[config.mk]
export PLATFORM = sky130hd
export DESIGN_NAME = alu
export DESIGN_NICKNAME = d
export VERILOG_FILES = /design/src/rtl/alu.sv
export SDC_FILE = /design/constraint.sdc
export NUM_CORES = 2
export LEC_CHECK = 0
export CAP_MARGIN = 20
export CELL_PAD_IN_SITES_DETAIL_PLACEMENT = 0
export CELL_PAD_IN_SITES_GLOBAL_PLACEMENT = 2
export CORE_UTILIZATION = 39
export CTS_CLUSTER_DIAMETER = 80
export DETAILED_ROUTE_END_ITERATION = 12
export HOLD_SLACK_MARGIN = 0.02
export PLACE_DENSITY = 0.88
export SYNTH_ARGS = -nofsm -noshare
export SYNTH_HDL_FRONTEND = slang
export SYNTH_SLANG_ARGS = --single-unit
[constraint.sdc]
create_clock -name clk -period 118.5 [get_ports clk]
set_clock_uncertainty 0.1 [all_clocks]
set_input_delay 23.7 -clock clk [delete_from_list [all_inputs] [get_ports clk]]
set_output_delay 23.7 -clock clk [all_outputs]
set_load 0.1 [all_outputs]
[src/rtl/alu.sv]
// rtl/alu.sv - registered unsigned integer ALU with one-cycle latency
module alu #(
  parameter int WIDTH = 32
) (
  input  logic             clk,
  input  logic             rst_n,
  input  logic [WIDTH-1:0] a,
  input  logic [WIDTH-1:0] b,
  input  logic [2:0]       op,
  output logic [WIDTH-1:0] result,
  output logic             zero,
  output logic             div_zero
);

  typedef enum logic [2:0] {
    OP_ADD = 3'b000,
    OP_SUB = 3'b001,
    OP_MUL = 3'b010,
    OP_DIV = 3'b011,
    OP_MOD = 3'b100,
    OP_AND = 3'b101,
    OP_OR  = 3'b110,
    OP_XOR = 3'b111
  } op_e;

  logic [WIDTH-1:0] result_d, result_q;
  logic             div_zero_d, div_zero_q;
  logic             zero_q;
  logic             b_is_zero;

  assign b_is_zero = (b == '0);

  // Next result: purely combinational from a, b and op; divide/modulo by zero
  // return all ones / a and raise div_zero.
  always_comb begin
    result_d   = '0;
    div_zero_d = 1'b0;
    unique case (op_e'(op))
      OP_ADD: result_d = a + b;
      OP_SUB: result_d = a - b;
      OP_MUL: result_d = a * b;
      OP_DIV: begin
        if (b_is_zero) begin
          result_d   = '1;
          div_zero_d = 1'b1;
        end else begin
          result_d = a / b;
        end
      end
      OP_MOD: begin
        if (b_is_zero) begin
          result_d   = a;
          div_zero_d = 1'b1;
        end else begin
          result_d = a % b;
        end
      end
      OP_AND: result_d = a & b;
      OP_OR:  result_d = a | b;
      OP_XOR: result_d = a ^ b;
      default: result_d = '0;
    endcase
  end

  // Output registers; zero is derived from result_d so it always matches result.
  always_ff @(posedge clk) begin
    if (!rst_n) begin
      result_q   <= '0;
      zero_q     <= 1'b1;
      div_zero_q <= 1'b0;
    end else begin
      result_q   <= result_d;
      zero_q     <= (result_d == '0);
      div_zero_q <= div_zero_d;
    end
  end

  assign result   = result_q;
  assign zero     = zero_q;
  assign div_zero = div_zero_q;

endmodule

# Word-level counts from Yosys, hierarchy flattened
# Cells that the tools add are included.
# W data, S select, Z words.
# totals
register_bits	34
inputBits	69
output_inout_bits	34
elab_cells	27
# op_classes
add_sub_neg	2
multipliers	1
n_div	2
n_eq_ne	7
n_mux	4
bitwise	3
n_reduce_logical	5
# ops
cell	n
$pmux W32 S8	1
$logic_not A32 Y1	2
$mux W32	2
$add A32 B32 Y32	1
$and A32 B32 Y32	1
$div A32 B32 Y32	1
$mod A32 B32 Y32	1
$mul A32 B32 Y32	1
$or A32 B32 Y32	1
$sub A32 B32 Y32	1
$xor A32 B32 Y32	1
$eq A3 B3 Y1 const B	4
$eq A3 B2 Y1 const B	2
$eq A3 B1 Y1 const B	1
$logic_not A3 Y1	1
$reduce_and A2 Y1	1
$reduce_or A2 Y1	1
$mux W1	1

# Logic depth before layout (Yosys ltp)
# logic_depth
word_depth	4
depth_mapped	330

# Worst setup path before layout
# Ideal clock, no wire load.
# synth_path
kind	input to register
startpoint	in b[0]
endpoint	reg zero_q (netlist: zero)
setup_time_ps	96
t_arrival_ps	92396
required_ps	118304
path_slack_ps	25909
cell_stages	295
n_path_buf	55
cell_sequence	clkbuf_1 inv_1 clkbuf_1 ha_1 nand2_1 or4_1 a21oi_1 ha_1 o21a_1 o21ai_0 or2_1 mux2_2 ha_1 o211ai_1 a21oi_1 mux2i_1 a21oi_1 ha_1 [... 259 more ...] nand2_1 nand2_1 ha_1 clkbuf_1 a21o_1 a2111oi_0 o21ai_0 o21ai_0 o211a_1 nor2_1 nor2_1 nand2_1 a311oi_1 o41ai_1 nand4b_1 nor4_1 nand4_1 o41ai_2
# synth_between
elab_chain_len	4
word_cells_on_any_way	13
classes_between	add/sub: 2; mul: 1; div: 2; mux: 3; bitwise: 3; reduce/logical: 2
# synth_lines
item	line_no	source
start, declared	8	input logic [WIDTH-1:0] b,
$mod A32 B32 Y32 (tied with other cells)	55	result_d = a % b;
$mux W32, on equally long branches	51, 43	
$pmux W32 S8 *	38	unique case (op_e'(op))
$logic_not A32 Y1 *	73	zero_q <= (result_d == '0);
end signal, assigned	73	
end, declared	28	logic zero_q;
# Every way passes the cells marked *; elsewhere a longest branch is shown, timed or not.
# A chain may end at the register's enable or synchronous reset.

# Final worst setup path
# layout_path
startpoint	in b[19]
endpoint	reg zero_q (netlist: zero)
# Same word-level chain as after synthesis.

==> results.toml <==
[floorplanning]
die_x_um = 373
pin_count = 103
dieHeight_um = 373
floorplan.initialDensity = 0.395
std_cell_rows = 135
die_area_mm2 = 0.139
core_region_area_mm2 = 0.136

[critical_path]
timing.critical_path.slowest_stage_cell = "sky130_fd_sc_hd__a21o_1"
cp_max_fo = 41
critPathLaunchType = "input port"
cp.required_ns = 118.61
worst_setup_path_end_kind = "flip-flop"
crit_top_cell = "sky130_fd_sc_hd__ha_1"
arrival_ns = 113.29
critical_path.max_stage_delay_ns = 0.93
timing.setup.critical_path_class = "input port to flip-flop"

[power_and_ir_drop]
power.density_cell_area_mw_per_mm2 = 29.4
worst_ir_drop_vdd_mv = 0.129
totalPowerFinal_mw = 1.69
power.leakage_nw = 27.0

[yosys]
ys_warn_count = 0
synth-edff-count = 0
yosys_register_bits = 34
async_reset_ff_frac = 0
post_synthesis_cell_area_mm2 = 0.0537
post_synth_num_cell_types = 99
synthesis.instances = 7601
synth_flop_cell = "sky130_fd_sc_hd__dfxtp_1"
synth.avg_cell_area_um2 = 7.06
yosysSeqAreaShare = 0.0127
mappedNetlistNets = 8831

[grt]
grt_first_pass_wirelength_um = 429000
number_of_antenna_violations_at_the_first_check_in_global_routing = 18
grt_start_max_net_pins = 54
first_global_vias = 58061
grt_remaining_overflow = 0
grt_use_total = 0.424

[drt]
remaining_number_of_nets_flagged_by_the_antenna_check_after_routing = 0
avgRoutedWirePerCell_um = 32.6
dr.first_iter.drc_count = 7161
post_drt_via_cell_ratio = 6.55
routed_wirelength_um = 306000
route.detailed.drc = 0
route.vias.total = 61380
drt_first_pass_iters = 6

[timing]
finalSetupViolCount = 0
hold_viol = 0
max-slew-margin-rel = 0.211
setup_tns_ns = 0
finalCriticalPeriod_ns = 113.18
timing.final.max_slew_violations = 0
fmaxAchievable_ghz = 0.00884
worstMarginPinSlew_ns = 1.17
timing.final.crit_share = 0.955
setup_repair_after_global_routing_missed_its_margin = "false"
fin_hold_ws_ns = 24.17
post-route-worst-setup-slack_ns = 5.32

[clock_tree]
post_cts_resize_count = 0
cts_htree_levels = 2
post-cts-setup-buffer-count = 0
cts.sinks = 34
cts_hold_buffers = 0
ctsRootBufferMaster = "sky130_fd_sc_hd__clkbuf_16"
cts_inserted_buffers = 5
clockBufferDepth = 2
clock_slew_at_reported_path_ffs_ns = 0.07
cts_tree = "built"

[hold_path]
min_path_cells = 5
hold_path.class = "input port to flip-flop"

[outcome]
status = "finished, final reports clean"

[layout]
growth_of_design_area_from_synthesis_to_finish_pct = 6.89
layout.nets = 8809
finalCoreUtilization = 0.422
n_fill_cell = 14456
drive_above_1_share = 0.0509

[placed_design]
gpl_congestion = 1.05
post-place-ws_ns = 7.68
post-dp-hpwl_um = 241000
count_of_input_and_output_buffers = 102

[flow_run]
max-cap-violations = 0
-- sequential cells by signal, indices dropped and copies added, names as in the netlist --
signal,count
div_zero,1
zero,1
result,32
-- cell usage after synthesis, types with 34 or more instances --
| library cell | count | share of area |
|---|---|---|
| sky130_fd_sc_hd__nand2_1 | 990 | 0.069 |
| sky130_fd_sc_hd__nor2_1 | 776 | 0.054 |
| sky130_fd_sc_hd__ha_1 | 751 | 0.18 |
| sky130_fd_sc_hd__inv_1 | 693 | 0.048 |
| sky130_fd_sc_hd__a21oi_1 | 544 | 0.051 |
| sky130_fd_sc_hd__fa_1 | 410 | 0.15 |
| sky130_fd_sc_hd__o21ai_0 | 393 | 0.037 |
| sky130_fd_sc_hd__xnor2_1 | 307 | 0.050 |
| sky130_fd_sc_hd__clkbuf_1 | 238 | 0.017 |
| sky130_fd_sc_hd__xor2_1 | 190 | 0.031 |
| sky130_fd_sc_hd__nor3_1 | 184 | 0.017 |
| sky130_fd_sc_hd__a21o_1 | 178 | 0.025 |
| sky130_fd_sc_hd__nand3_1 | 165 | 0.015 |
| sky130_fd_sc_hd__o21a_1 | 143 | 0.020 |
| sky130_fd_sc_hd__a31oi_1 | 98 | 0.011 |
| sky130_fd_sc_hd__a211oi_1 | 92 | 0.013 |
| sky130_fd_sc_hd__o211ai_1 | 87 | 0.012 |
| sky130_fd_sc_hd__and3_1 | 65 | 0.0076 |
| sky130_fd_sc_hd__or3_1 | 64 | 0.0075 |
| sky130_fd_sc_hd__nand4_1 | 63 | 0.0073 |
| sky130_fd_sc_hd__and2_1 | 61 | 0.0071 |
| sky130_fd_sc_hd__nor2b_1 | 60 | 0.0070 |
| sky130_fd_sc_hd__buf_1 | 53 | 0.0037 |
| sky130_fd_sc_hd__nand2b_1 | 53 | 0.0062 |
| sky130_fd_sc_hd__or2_2 | 49 | 0.0057 |
| sky130_fd_sc_hd__a21boi_0 | 48 | 0.0067 |
| sky130_fd_sc_hd__o22ai_1 | 48 | 0.0056 |
| sky130_fd_sc_hd__o31ai_1 | 48 | 0.0067 |
| sky130_fd_sc_hd__mux2i_1 | 41 | 0.0076 |
| sky130_fd_sc_hd__a211o_1 | 37 | 0.0060 |
| sky130_fd_sc_hd__dfxtp_1 | 34 | 0.013 |
| sky130_fd_sc_hd__o21bai_1 | 34 | 0.0048 |
-- metrics by stage --
step	cells	cell area [um2]
global route	9364	57300
floorplan	7601	53700
detailed placement	9352	57100
CTS	9360	57300
finish	9370	57400
global placement	9348	57100
-- layout make-up --
cell class / instances / area, um2 / share of cell area
timing repair buffer: 285 / 2370 / 0.0413
tap: 1781 / 2230 / 0.0389
sequential: 34 / 681 / 0.0119
clock inverter: 3 / 68.8 / 0.00120
clock buffer: 5 / 125 / 0.00218
inverter: 700 / 2630 / 0.0458
multi-input combinational: 6553 / 49200 / 0.858
antenna: 9 / 22.5 / 0.000393
-- placed cells by master (no fill, tap or decap), drive strengths merged, types with 48 or more instances in the layout --
cell           synthesis  layout
fa                   410     410
nor2b                 60      60
and3                  65      65
or3                   64      64
xor2                 190     190
inv                  693     692
nand2                990     990
o21a                 143     143
nor2                 776     776
buf                   76     188
o211ai                87      87
and2                  62      62
a21o                 178     178
o22ai                 48      48
a21boi                50      50
o31ai                 50      50
a211oi                92      92
nand4                 64      64
ha                   751     751
xnor2                307     307
a31oi                 99      99
a21oi                548     548
nand3                165     165
nor3                 184     184
nand2b                53      53
clkdlybuf4s50          0      97
o21ai                424     424
or2                   50      50
-- cell families (layout without fill, tap and decap cells) --
logic type,count (synthesis),after routing,synth area share
buffers and inverters,1014,993,0.0718
AND/OR/NAND/NOR,2649,2649,0.223
adder cells (fa/ha/maj),1161,1161,0.328
other,0,9,0
flip-flops,34,34,0.0127
multiplexers,72,72,0.0142
XOR/XNOR,497,497,0.0811
AO/OA/AOI/OAI,2174,2174,0.270
-- worst max-delay path, delay by kind of cell --
family                     cells  cell delay, ns
muxes                          1            0.39
buffers and inverters         20            4.47
adders and majority gates     31           10.19
and+or+nand+nor               93           27.10
AOI/OAI and AO/OA            126           46.97
-- worst paths after layout --
kind	to	slack [ns]	start
max	zero	5.32	b[19]
min	result[12]	24.17	op[1]
-- per-layer routing --
layer	vias to the layer above	track usage	routed length, um
li1	26811	-	-
met1	29952	0.550	123000
met2	3708	0.649	130000
met3	893	0.0812	30700
met4	16	0.253	21700
met5	-	0	149
-- power by group --
group	total [mW]	internal [mW]	switching, mW
logic	1.65	0.576	1.07
clock network	0.0181	0.0121	0.00598
registers	0.0183	0.0153	0.00301
total	1.69	0.603	1.08
Power figures use the tool's default switching activity.
